<file path="config.mk">
export PLATFORM = sky130hd
export DESIGN_NAME = regfile_port_ctrl_flat
export DESIGN_NICKNAME = d
export VERILOG_FILES = /design/src/rtl/regfile_port_ctrl_pkg.sv /design/src/rtl/regfile_port_ctrl_if.sv /design/src/rtl/regfile_port_ctrl.sv /design/src/flat_wrapper.sv
export SDC_FILE = /design/constraint.sdc
export NUM_CORES = 1
export LEC_CHECK = 0
export ABC_AREA = 0
export BUFFER_PORTS_ARGS = -buffer_cell sky130_fd_sc_hd__buf_2
export CORE_ASPECT_RATIO = 0.8
export CORE_MARGIN = 10
export CORE_UTILIZATION = 30
export DETAILED_ROUTE_END_ITERATION = 8
export PLACE_DENSITY = 0.8
export SYNTH_ARGS = -nofsm -noshare
export SYNTH_HDL_FRONTEND = slang
export SYNTH_SLANG_ARGS = --single-unit
</file>
<file path="constraint.sdc">
create_clock -name clk -period 1.95 [get_ports clk]
set_clock_uncertainty 0.2 [all_clocks]
set_input_delay 0.195 -clock clk [delete_from_list [all_inputs] [get_ports clk]]
set_output_delay 0.195 -clock clk [all_outputs]
set_load 0.005 [all_outputs]
</file>
<file path="src/rtl/regfile_port_ctrl_pkg.sv">
// Shared types for the register-file sweep controller:
// FSM state encoding and operation mode constants.
package regfile_port_ctrl_pkg;

    typedef enum logic [1:0] {
        ST_IDLE = 2'd0,
        ST_DUMP = 2'd1,
        ST_LOAD = 2'd2,
        ST_DONE = 2'd3
    } state_e;

    localparam logic MODE_DUMP = 1'b0;
    localparam logic MODE_LOAD = 1'b1;

endpackage

</file>
<file path="src/rtl/regfile_port_ctrl_if.sv">
// Register-file ports plus LOAD input and DUMP output streams
// between the sweep controller (master) and its environment (slave).
interface regfile_port_ctrl_if #(
    parameter int DATA_W = 32,
    parameter int IDX_W  = 5
);

    logic              rf_regwr;
    logic [IDX_W-1:0]  rf_rd;
    logic [DATA_W-1:0] rf_data;
    logic [IDX_W-1:0]  rf_ra;
    logic [DATA_W-1:0] rf_outa;

    logic              s_valid;
    logic              s_ready;
    logic [DATA_W-1:0] s_data;

    logic              m_valid;
    logic              m_ready;
    logic [DATA_W-1:0] m_data;
    logic              m_last;

    modport master (
        output rf_regwr, rf_rd, rf_data, rf_ra,
        input  rf_outa,
        input  s_valid, s_data,
        output s_ready,
        output m_valid, m_data, m_last,
        input  m_ready
    );

    modport slave (
        input  rf_regwr, rf_rd, rf_data, rf_ra,
        output rf_outa,
        output s_valid, s_data,
        input  s_ready,
        input  m_valid, m_data, m_last,
        output m_ready
    );

endinterface

</file>
<file path="src/rtl/regfile_port_ctrl.sv">
// Sweeps every architectural register: DUMP streams them out,
// LOAD writes them from an input stream, one word per cycle.
module regfile_port_ctrl
    import regfile_port_ctrl_pkg::*;
#(
    parameter int NUM_REGS = 32,
    parameter int DATA_W   = 32,
    parameter int IDX_W    = 5
) (
    input  logic                 clk,
    input  logic                 reset,
    input  logic                 start,
    input  logic                 mode,
    output logic                 busy,
    output logic                 done,
    regfile_port_ctrl_if.master  bus
);

    localparam logic [IDX_W-1:0] LAST_IDX = IDX_W'(NUM_REGS - 1);

    state_e           state_q, state_d;
    logic [IDX_W-1:0] idx_q, idx_d;

    logic in_dump;
    logic in_load;
    logic at_last;
    logic m_xfer;
    logic s_xfer;

    assign in_dump = (state_q == ST_DUMP);
    assign in_load = (state_q == ST_LOAD);
    assign at_last = (idx_q == LAST_IDX);

    // Reset gates the handshakes so nothing commits in the reset cycle
    assign bus.m_valid  = in_dump && !reset;
    assign bus.s_ready  = in_load && !reset;
    assign bus.rf_regwr = bus.s_ready && bus.s_valid;

    assign m_xfer = bus.m_valid && bus.m_ready;
    assign s_xfer = bus.rf_regwr;

    assign bus.rf_ra   = idx_q;
    assign bus.m_data  = bus.rf_outa;
    assign bus.m_last  = in_dump && at_last;
    assign bus.rf_rd   = idx_q;
    assign bus.rf_data = bus.s_data;

    assign busy = (state_q != ST_IDLE);
    assign done = (state_q == ST_DONE);

    always_comb begin
        state_d = state_q;
        idx_d   = idx_q;
        case (state_q)
            ST_IDLE: begin
                if (start) begin
                    state_d = (mode == MODE_LOAD) ? ST_LOAD : ST_DUMP;
                    idx_d   = '0;
                end
            end
            ST_DUMP: begin
                if (m_xfer) begin
                    if (at_last) state_d = ST_DONE;
                    else         idx_d   = idx_q + 1'b1;
                end
            end
            ST_LOAD: begin
                if (s_xfer) begin
                    if (at_last) state_d = ST_DONE;
                    else         idx_d   = idx_q + 1'b1;
                end
            end
            ST_DONE: state_d = ST_IDLE;
            default: state_d = ST_IDLE;
        endcase
    end

    always_ff @(posedge clk) begin
        if (reset) begin
            state_q <= ST_IDLE;
            idx_q   <= '0;
        end else begin
            state_q <= state_d;
            idx_q   <= idx_d;
        end
    end

endmodule

</file>
<file path="src/flat_wrapper.sv">
// flat-port wrapper written by rule: the top's interface ports become plain ports
module regfile_port_ctrl_flat import regfile_port_ctrl_pkg::*;
#(
    parameter int NUM_REGS = 32,
    parameter int DATA_W   = 32,
    parameter int IDX_W    = 5
)
  (clk, reset, start, mode, busy, done, bus_rf_regwr, bus_rf_rd, bus_rf_data, bus_rf_ra, bus_rf_outa, bus_s_valid, bus_s_data, bus_s_ready, bus_m_valid, bus_m_data, bus_m_last, bus_m_ready);
  regfile_port_ctrl_if #(.DATA_W(DATA_W), .IDX_W(IDX_W)) bus_i ();
  input  logic clk;
  input  logic reset;
  input  logic start;
  input  logic mode;
  output logic busy;
  output logic done;
  output wire logic [$bits(bus_i.rf_regwr)-1:0] bus_rf_regwr;
  output wire logic [$bits(bus_i.rf_rd)-1:0] bus_rf_rd;
  output wire logic [$bits(bus_i.rf_data)-1:0] bus_rf_data;
  output wire logic [$bits(bus_i.rf_ra)-1:0] bus_rf_ra;
  input wire logic [$bits(bus_i.rf_outa)-1:0] bus_rf_outa;
  input wire logic [$bits(bus_i.s_valid)-1:0] bus_s_valid;
  input wire logic [$bits(bus_i.s_data)-1:0] bus_s_data;
  output wire logic [$bits(bus_i.s_ready)-1:0] bus_s_ready;
  output wire logic [$bits(bus_i.m_valid)-1:0] bus_m_valid;
  output wire logic [$bits(bus_i.m_data)-1:0] bus_m_data;
  output wire logic [$bits(bus_i.m_last)-1:0] bus_m_last;
  input wire logic [$bits(bus_i.m_ready)-1:0] bus_m_ready;
  assign bus_rf_regwr = bus_i.rf_regwr;
  assign bus_rf_rd = bus_i.rf_rd;
  assign bus_rf_data = bus_i.rf_data;
  assign bus_rf_ra = bus_i.rf_ra;
  assign bus_i.rf_outa = bus_rf_outa;
  assign bus_i.s_valid = bus_s_valid;
  assign bus_i.s_data = bus_s_data;
  assign bus_s_ready = bus_i.s_ready;
  assign bus_m_valid = bus_i.m_valid;
  assign bus_m_data = bus_i.m_data;
  assign bus_m_last = bus_i.m_last;
  assign bus_i.m_ready = bus_m_ready;
  regfile_port_ctrl #(.NUM_REGS(NUM_REGS), .DATA_W(DATA_W), .IDX_W(IDX_W)) u_core (.clk(clk), .reset(reset), .start(start), .mode(mode), .busy(busy), .done(done), .bus(bus_i));
endmodule
</file>
==> flow_metrics.tcl <==
set metrics [dict create \
    outcome "finished, final reports clean" \
    cts.sink_count 7 \
    cts_buffer_depth 2 \
    fin_setup_tns_ns 0 \
    period_share_pct 94.5 \
    ant_nets 0 \
    syn_inst 129 \
    power.internal_uw 575 \
    cts_buffers 3 \
    rsz0062_at_grt "false" \
    seqCellArea_um2 140 \
    multi_input_area_um2 393 \
    start_util_pct 30.8 \
    yosysSeqAreaShare_pct 13.4 \
    syn_area_um2 1050 \
    grt_pass1_wl_mm 2.87 \
    layout_min_cycle_time_ns 1.84 \
    die_area_um2 6260 \
    cp_max_fo 5 \
    fill_cells 378 \
    endpoint_kind "primary output" \
    power_switching_uw 397 \
    slew-limit-headroom_pct 79.1 \
    synth_flop_cell "dfxtp_1" \
    synth-edff-count 0 \
    ir_worst_vdd_uv 283 \
    dr.pass1.iters 4 \
    yosys.area.top_type "buf_4" \
    nets 165 \
    rows 19 \
    min_path_type "in -> reg" \
    synth_area_leaders "buf_4, dfxtp_1, ha_1" \
    grt_max_degree 13 \
    layout_setup_ws_ns 0.107 \
    clock_latency_ns 0.23 \
    core_area_um2 3400 \
    ys_types 25 \
    max-cap-violations 0 \
    dp_hpwl_mm 1.38 \
    cts-hold-fix-buffers 0 \
    synth_seq_cells 7 \
    syn_nets 206 \
    synthTopCellsByCount "buf_4, a21oi_1, dfxtp_1, ha_1, nor2b_1" \
    p_per_area_nw_per_um2 1250 \
    synthToLayoutAreaGrowth_pct -25.7 \
    setup_viol 0 \
    synth_top_area_share_pct 49.5 \
    first_iter_violations 46 \
    avgSynthCellArea_um2 8.11 \
    avgRoutedWirePerCell_um 13.6 \
    die_x_um 86.0 \
    pwr-share-seq_pct 19.9 \
    cp-start-kind "flop" \
    die_y_um 72.8 \
    track_usage_pct 5.69 \
    worst_slew_pin_slew_ns 0.314 \
    root_buffer "clkbuf_8" \
    ys_warn_count 0 \
    totalWireLength_mm 1.75 \
    drv_slew 0 \
    power.share.clock_pct 20.9 \
    portBuffers 21 \
    clkTransAtPathRegs_ns 0.04 \
    overflow 0 \
    dpl_worst_slack_ns 0.0673 \
    power.static_leakage_nw 0.372 \
    ff2ff_setup_slack_ns 0.12 \
    boundaryPins 150 \
    vias 599 \
    combinationalPowerShare_pct 59.2 \
    synth_most_common_cell "buf_4" \
    drive_gt1_share_pct 40.2 \
    hold_violations 0 \
    cts_tree "done" \
    vias_per_cell 4.64 \
    routabilityCongestion 0.828 \
    antenna_cells 0 \
    synthArstFlopShare_pct 0 \
    htreeDepth 1 \
    fmax_ghz 0.543 \
    antenna_found_initial 0 \
    grt_pass1_vias 601 \
    crit_type "reg -> out" \
    swShare_pct 40.9 \
    arrival_ns 1.45 \
    drc 0 \
    crit_required_ns 1.55 \
]
## logic make-up (layout without fill, tap and decap cells)
| kind of cell | after synthesis | in the layout | synth area share, % |
|---|---|---|---|
| buffers and inverters | 74 | 32 | 51.3 |
| AND/OR/NAND/NOR | 22 | 22 | 13.2 |
| AO/OA/AOI/OAI | 18 | 18 | 12.8 |
| adder cells (fa/ha/maj) | 7 | 7 | 8.37 |
| flip-flops | 7 | 7 | 13.4 |
| multiplexers | 1 | 1 | 0.957 |
## layer usage
metal	vias to the layer above	wire, µm	track usage (%)	part of all wire, %
met5	-	0	0	0
met4	0	46	4.56	2.6
li1	280	-	-	-
met1	276	620	5.32	35
met2	37	796	7.42	46
met3	6	284	5.47	16
## stage by stage
| stage | std cells | cell area [µm²] | total power, mW | util [%] | hold slack [ns] |
|---|---|---|---|---|---|
| 2_1_floorplan | 129 | 1050 | 0.673 | - | 0.201 |
| 3_3_place_gp | 124 | 701 | 0.720 | 20.6 | 0.190 |
| 3_5_place_dp | 124 | 701 | 0.730 | 20.6 | 0.190 |
| 4_1_cts | 128 | 746 | 0.938 | 21.9 | 0.0820 |
| 5_1_grt | 129 | 777 | 1.06 | 22.9 | 0.107 |
| 6_report | 129 | 777 | 0.972 | 22.9 | 0.0829 |
## cells in the final DEF (no fill, tap or decap), drive strengths merged
| cell type | count |
|---|---|
| nand3 | 2 |
| a221oi | 1 |
| a21oi | 7 |
| nor2 | 2 |
| dfxtp | 7 |
| a311oi | 1 |
| nand4 | 4 |
| inv | 3 |
| a211oi | 1 |
| and3 | 1 |
| nand2 | 1 |
| mux2i | 1 |
| a21o | 1 |
| ha | 7 |
| nand2b | 3 |
| nor2b | 5 |
| buf | 25 |
| clkbuf | 4 |
| o31ai | 2 |
| nand4b | 1 |
| a221o | 1 |
| and2 | 3 |
| o21ai | 3 |
| a211o | 1 |
## final timing paths
check                            from                  end  cells after the start
setup reg to reg    u_core.state_q[0]  u_core.bus.rf_ra[1]                      7
hold reg to reg   u_core.bus.rf_ra[4]  u_core.bus.rf_ra[4]                      2
setup / recovery  u_core.bus.rf_ra[1]           bus_m_last                      5
hold / removal                   mode    u_core.state_q[0]                      4
## layout make-up
cell class	instances	area share [%]
Clock buffer	4	5.80
Inverter	3	1.45
Multi-Input combinational cell	48	50.6
Sequential cell	7	18.0
Tap cell	42	6.76
Timing Repair Buffer	25	17.4
## worst max-delay path: stages (launching register included)
cell and delay (ns):
dfxtp_1 0.39, ha_1 0.20, and3_1 0.17, ha_2 0.22, and2_1 0.14, buf_2 0.11
## power groups by stage
stage | Sequential [mW] | Clock (mW) | Combinational, mW
3_3_place_gp | 0.194 | 0 | 0.526
6_report | 0.194 | 0.203 | 0.575
5_1_grt | 0.199 | 0.218 | 0.645
2_1_floorplan | 0.197 | 0 | 0.476
3_5_place_dp | 0.196 | 0 | 0.534
4_1_cts | 0.194 | 0.208 | 0.535
## state kept, by name (all words and copies together) (netlist names)
name / count
u_core.bus.rf_ra: 5
u_core.state_q: 2
## what timing repair did
item / in CTS / in global routing
gates resized for setup: 0 / 5
setup buffers: 0 / 1
endpoints found under the setup margin: 0 / 5
Note: power is estimated with default switching activity, not from simulation.
